===== src/rtl/key_event.sv =====
// key_event: front-panel key-event decoder for one pushbutton.
// Synchronises and debounces an active-low raw key, then times each press to
// emit one-cycle short_press / long_press pulses and, when the build defines
// KEY_EVENT_REPEAT_EN, periodic repeat_pulse pulses while a long press is held.
// With KEY_EVENT_REPEAT_EN undefined the repeat counter is absent and
// repeat_pulse is tied low.
module key_event #(
    parameter int DEBOUNCE  = 10000000,
    parameter int LONG_HOLD = 50000000,
    parameter int REPEAT    = 10000000
) (
    input  logic clk,
    input  logic rst_n,
    input  logic button,
    output logic short_press,
    output logic long_press,
    output logic repeat_pulse,
    output logic held
);

    // Terminal counts; each counter stops here, so none can ever wrap.
    localparam logic [31:0] DB_LAST   = 32'(DEBOUNCE - 1);
    localparam logic [31:0] HOLD_LAST = 32'(LONG_HOLD - 1);

    // Catch illegal parameterisations at elaboration.
    if (DEBOUNCE < 1 || LONG_HOLD < 1 || REPEAT < 1) begin : g_param_check
        $error("key_event: DEBOUNCE, LONG_HOLD and REPEAT must all be >= 1");
    end

    typedef enum logic [1:0] {
        IDLE    = 2'd0,
        PRESSED = 2'd1,
        LONG    = 2'd2
    } state_t;

    logic        sync1;
    logic        sync2;
    logic        db;
    logic [31:0] cnt_db;
    logic [31:0] cnt_hold;
    state_t      state;

    // Two-flop synchroniser for the asynchronous key; idles at "released".
    always_ff @(posedge clk or negedge rst_n) begin
        if (!rst_n) begin
            sync1 <= 1'b1;
            sync2 <= 1'b1;
        end else begin
            sync1 <= button;
            sync2 <= sync1;
        end
    end

    // Debounce: db follows sync2 only after DEBOUNCE consecutive differing cycles.
    always_ff @(posedge clk or negedge rst_n) begin
        if (!rst_n) begin
            db     <= 1'b1;
            cnt_db <= 32'd0;
        end else if (sync2 == db) begin
            cnt_db <= 32'd0;
        end else if (cnt_db == DB_LAST) begin
            db     <= sync2;
            cnt_db <= 32'd0;
        end else begin
            cnt_db <= cnt_db + 32'd1;
        end
    end

`ifdef KEY_EVENT_REPEAT_EN
    localparam logic [31:0] REP_LAST = 32'(REPEAT - 1);
    logic [31:0] cnt_rep;
`else
    // No auto-repeat in this build: the port stays but never pulses.
    assign repeat_pulse = 1'b0;
`endif

    // Press-timing FSM with registered pulse outputs and held level.
    always_ff @(posedge clk or negedge rst_n) begin
        if (!rst_n) begin
            state       <= IDLE;
            cnt_hold    <= 32'd0;
            short_press <= 1'b0;
            long_press  <= 1'b0;
            held        <= 1'b0;
`ifdef KEY_EVENT_REPEAT_EN
            cnt_rep      <= 32'd0;
            repeat_pulse <= 1'b0;
`endif
        end else begin
            short_press <= 1'b0;
            long_press  <= 1'b0;
`ifdef KEY_EVENT_REPEAT_EN
            repeat_pulse <= 1'b0;
`endif
            case (state)
                IDLE: begin
                    if (!db) begin
                        state    <= PRESSED;
                        cnt_hold <= 32'd0;
                        held     <= 1'b1;
                    end
                end
                PRESSED: begin
                    // Release is tested first so it wins over a coincident hold expiry.
                    if (db) begin
                        short_press <= 1'b1;
                        state       <= IDLE;
                        held        <= 1'b0;
                    end else if (cnt_hold == HOLD_LAST) begin
                        long_press <= 1'b1;
                        state      <= LONG;
`ifdef KEY_EVENT_REPEAT_EN
                        cnt_rep    <= 32'd0;
`endif
                    end else begin
                        cnt_hold <= cnt_hold + 32'd1;
                    end
                end
                LONG: begin
                    if (db) begin
                        state <= IDLE;
                        held  <= 1'b0;
                    end
`ifdef KEY_EVENT_REPEAT_EN
                    else if (cnt_rep == REP_LAST) begin
                        repeat_pulse <= 1'b1;
                        cnt_rep      <= 32'd0;
                    end else begin
                        cnt_rep <= cnt_rep + 32'd1;
                    end
`endif
                end
                default: begin
                    state <= IDLE;
                    held  <= 1'b0;
                end
            endcase
        end
    end

endmodule


===== config.mk =====
export PLATFORM = sky130hd
export DESIGN_NAME = key_event
export DESIGN_NICKNAME = d
export VERILOG_FILES = /design/src/rtl/key_event.sv
export SDC_FILE = /design/constraint.sdc
export NUM_CORES = 1
export LEC_CHECK = 0
export ABC_AREA = 1
export CORE_ASPECT_RATIO = 0.6
export CORE_MARGIN = 4
export CORE_UTILIZATION = 30
export CTS_CLUSTER_SIZE = 25
export DETAILED_ROUTE_END_ITERATION = 8
export MAX_ROUTING_LAYER = met4
export PLACE_DENSITY_LB_ADDON = 0.2
export RECOVER_POWER = 50
export SYNTH_ARGS = -nofsm -noshare
export SYNTH_HDL_FRONTEND = slang
export SYNTH_SLANG_ARGS = --single-unit

===== constraint.sdc =====
create_clock -name clk -period 1.9 [get_ports clk]
set_input_delay 0.475 -clock clk [delete_from_list [all_inputs] [get_ports clk]]
set_output_delay 0.475 -clock clk [all_outputs]
set_load 0.03 [all_outputs]

---- After elaboration in Yosys (flattened, before gate mapping) ----
Cells that the tools add are included.
cells by class
  $add $sub $neg .......................... 2
  eq/ne operators ......................... 11
  mux-type cells .......................... 19
  bitwise logic cells ..................... 1
  reduce and logical (&&, ||, !) cells .... 7
operators by type and width
  kind                                                    number
  two-way mux 32 bit                                      5
  adder 32 x 1 -> 32 bit (second input constant)          2
  case mux 32 bit (2 select lines)                        1
  equality test 32 x 24 -> 1 bit (second input constant)  1
  equality test 32 x 26 -> 1 bit (second input constant)  1
  two-way mux 2 bit                                       4
  inequality test 2 bit (second input constant)           4
  two-way mux 1 bit                                       7
  case mux 2 bit (3 select lines)                         1
  AND reduction 2 bit                                     2
  AND reduction 4 bit                                     1
  inequality test 3 bit (second input constant)           1
  AND reduction 3 bit                                     1
  equality test 2 x 1 -> 1 bit (second input constant)    1
  equality test 2 bit (second input constant)             1
  zero test 2 bit                                         1
  inequality test 2 x 1 -> 1 bit (second input constant)  1
  case mux 1 bit (2 select lines)                         1
  nonzero test 2 bit                                      1
  OR reduction 2 bit                                      1
  equality test 1 bit                                     1
  NOT 1 bit                                               1
storage, ports and cells
  flip-flop bits (word level) ............. 72
  bits of input ports ..................... 3
  output and inout bits ................... 4
  logic and storage cells ................. 49

---- Depth between registers and ports, before layout ----
  depth in word-level cells ............... 4
  gate-level depth with buffers ........... 11
  depth with buffers taken out ............ 10

---- Worst setup path after synthesis ----
Ideal clock, no wire load.
  kind .................................... register to register
  start point ............................. reg cnt_hold[0]
  end point ............................... reg cnt_hold[6]
  setup time .............................. 0.126 ns
  arrival ................................. 1.568 ns
  required time ........................... 1.774 ns
  path slack .............................. 0.206 ns
  cell stages (with the launch flop) ...... 11
  path buffers ............................ 2
  period minus slack after synthesis ...... 1.694 ns
  cell sequence ........................... dfrtp_1 ha_1 inv_1 nor2_4 nand2_1 nor2_1 nand3_1 nand2_2 buf_6 buf_6 o21ai_0
between the ends
  cells in the longest elaborated chain, start to end .. 4
  elaborated cells between the ends (all ways) .. 7
  those cells by class .................... 1 x add/sub; 2 x eq/ne; 3 x mux; 1 x reduce/logical
ends and longest elaborated chain
  item                              line  source
  from (decl)                       40    logic [31:0] cnt_hold;
  from (signal assigned)            116   cnt_hold <= cnt_hold + 32'd1;
  adder 32 x 1 -> 32 bit            116
  two-way mux 32 bit                109   end else if (cnt_hold == HOLD_LAST) begin
  two-way mux 32 bit                105   if (db) begin
  case mux 32 bit (2 select lines)  95    case (state)
Several ways; a longest one is shown, not always the timed one. The select of a mux whose other input is x is not followed.
A chain may end at the register's enable or synchronous reset.

---- Worst setup path after layout ----
  start point ............................. reg held
  end point ............................... out held
RTL lines
  item                    line  source
  from (decl)             18    output logic held
  from (signal assigned)  84    held <= 1'b0;
  from (signal assigned)  100   held <= 1'b1;
  from (signal assigned)  108   held <= 1'b0;
No word-level cell between the ends.

==> impl_metrics.py <==
metrics = {
    "sta": {
        "finalHoldViolations": 0,
        "fin_crit_sh_pct": 95.7,
        "max_freq_mhz": 550,
        "fin_ws_ps": 81.4,
        "final.min_clock_period_ps": 1820,
        "finalSetupViolCount": 0,
        "max_slew_margin_pct": 50.8,
        "worstMarginPinSlew_ps": 737,
        "setup_tns_ps": 0,
        "slew_viol_final": 0,
        "skew_ps": 13.3,
    },
    "routing": {
        "wirelength_um": 14300,
        "vias": 4605,
        "antenna_left": 0,
        "via_per_inst": 4.87,
        "wl_per_cell_um": 15.1,
        "drc_errors": 0,
        "drt-pass1-iter-count": 5,
        "drt_iter0_markers": 478,
    },
    "placement": {
        "gp_congestion": 1.02,
        "port_buffers": 5,
        "post-place-ws_ps": 64.5,
        "dpl_cell_area_um2": 5110,
        "place_inst": 929,
        "dpl.hpwl_um": 11300,
    },
    "grt": {
        "grt_pass1_vias": 4027,
        "antenna_found_initial": 0,
        "grt.total_usage_pct": 17.2,
        "grt_pass1_wl_um": 23100,
        "overflow": 0,
        "grt_max_degree": 29,
    },
    "yosys": {
        "postSynthAreaPerCell_um2": 6.53,
        "post-synth-top-count-cell": "nand2_1",
        "synth.distinct_cells": 34,
        "synth_edf_count": 0,
        "synth_common_cells": "nand2_1, nor2_1, dfrtp_1, inv_1, nand3_1",
        "post-synth-top-area-cell": "dfrtp_1",
        "ys_warn_count": 0,
        "synth-seq-area-share_pct": 38.9,
        "netlist_area_um2": 4640,
        "synth_top_area_share_pct": 37.2,
        "ys_async_sr_fraction_pct": 100,
        "yosys_most_used_dff": "dfrtp_1",
        "yosys_register_bits": 72,
        "synth_nets": 718,
        "ys_top_cells_by_area": "dfrtp_1, nand2_1, nor2_1",
        "synth_cells": 710,
    },
    "power": {
        "peakVddDrop_uv": 454,
        "cellLeakagePower_nw": 2.25,
        "power_density_nw_per_um2": 637,
        "fin_total_pwr_mw": 3.46,
    },
    "clocking": {
        "cts.sinks": 72,
        "cts-root-buf": "clkbuf_16",
        "cts_setup_buffers": 0,
        "path_clk_slew_ps": 70,
        "cts_tree": "built",
        "cts_made_buffers": 9,
        "cts_max_level": 3,
        "cts_hold_buf": 0,
        "clock_latency_ps": 340,
        "cts_max_path_buffers": 2,
        "cts_resized": 0,
    },
    "layout": {
        "drive_above_1_share_pct": 8.43,
        "instances_no_fill": 945,
        "n_antenna_cell": 0,
        "syn_to_final_growth_pct": 17.1,
        "layout.nets": 750,
        "final_area_um2": 5430,
        "n_fill_cell": 1581,
    },
    "setup_path": {
        "cp_cell_sequence": "clkdlybuf4s50_1",
        "crit_buf_inv": 1,
        "cp-end-kind": "output pin",
        "cpPeakStageDelay_ps": 670,
        "worstPathArrival_ps": 1340,
        "startpoint_type": "register",
        "cp.required_ps": 1420,
        "path_delay_family": "buffers and inverters",
        "worstSetupPathType": "reg2out",
        "cp_max_fo": 2,
        "slowest_stage": "clkdlybuf4s50_1",
    },
    "run": {
        "maxCapViolations": 0,
    },
    "floorplanning": {
        "die_h_um": 104,
        "dieArea_um2": 17600,
        "die_x_um": 169,
        "pin_count": 7,
        "start_util_pct": 31.3,
        "core_um2": 14800,
        "fp-row-count": 34,
    },
    "outcome": {
        "outcome": "completed",
    },
    "hold_path": {
        "min_path_type": "in2async",
    },
}
-- kinds of logic (layout without fill, tap and decap cells) --
logic type	after synthesis	in the layout	synth area share, %
AO/OA/AOI/OAI	40	40	4.72
XOR/XNOR	24	24	4.53
adder cells (fa/ha/maj)	5	5	1.35
buffers and inverters	81	118	7.36
flip-flops	72	72	38.9
other	1	1	0.0809
AND/OR/NAND/NOR	487	487	43.0
-- final timing paths --
check	slack (ps)	end	depth (start not counted)	start
max reg2reg	120	cnt_hold[9]	8	cnt_hold[2]
min in group clk	360	sync2	0	sync1
max in group asynchronous	620	long_press	2	rst_n
min	190	cnt_hold[7]	1	rst_n
max	80	held	1	held
min reg2reg	360	sync2	0	sync1
-- placed cells by master, fill, tap and decap left out, types with 3 or more instances in the layout --
master           Yosys  routed
a21oi_1              6       6
buf_4                1      24
clkbuf_1             4       3
clkbuf_16            0       9
clkbuf_2             1       3
clkdlybuf4s50_1      0       3
dfrtp_1             69      69
dfstp_2              3       3
ha_1                 5       4
inv_1               66      66
nand2_1            245     245
nand3_1             59      58
nand4_1              8       8
nor2_1             137     133
nor2_2               2       6
nor3_1              24      24
o21ai_0             13      13
o21ai_1             15      15
o21bai_1             4       4
xnor2_1              5       4
xor2_1              19      19
-- routing by layer --
layer	GRT usage, %	vias to the layer above	wire length (µm)
met4	3.13	0	76
met2	18.2	174	4710
li1	-	2285	-
met1	30.5	2140	8160
met5	-	-	0
met3	3.68	6	1340
-- layout make-up --
cell class,count,area (µm²),share of cell area [%]
Inverter,68,255,4.70
Clock buffer,11,233,4.28
Clock inverter,5,83.8,1.54
Timing Repair Buffer,34,279,5.14
Multi-Input combinational cell,557,2530,46.5
Tap cell,198,248,4.56
Sequential cell,72,1810,33.2
-- metrics by stage --
step                      util (%)  hold WS [ps]
after detailed placement      34.5           357
final                         36.7           194
after floorplan                  -           179
after global placement        34.5           349
after global routing          36.7           268
after CTS                     36.7          72.5
-- flip-flops by register name, indices dropped and copies added, names as in the netlist --
name         flops
cnt_db          32
cnt_hold        32
state            2
db               1
held             1
long_press       1
short_press      1
sync1            1
sync2            1
-- power breakdown --
group          internal (mW)  switching, mW
Combinational         0.0161         0.0538
Clock                   1.15          0.690
Sequential              1.54        0.00645
(Power assumes the default switching activity.)
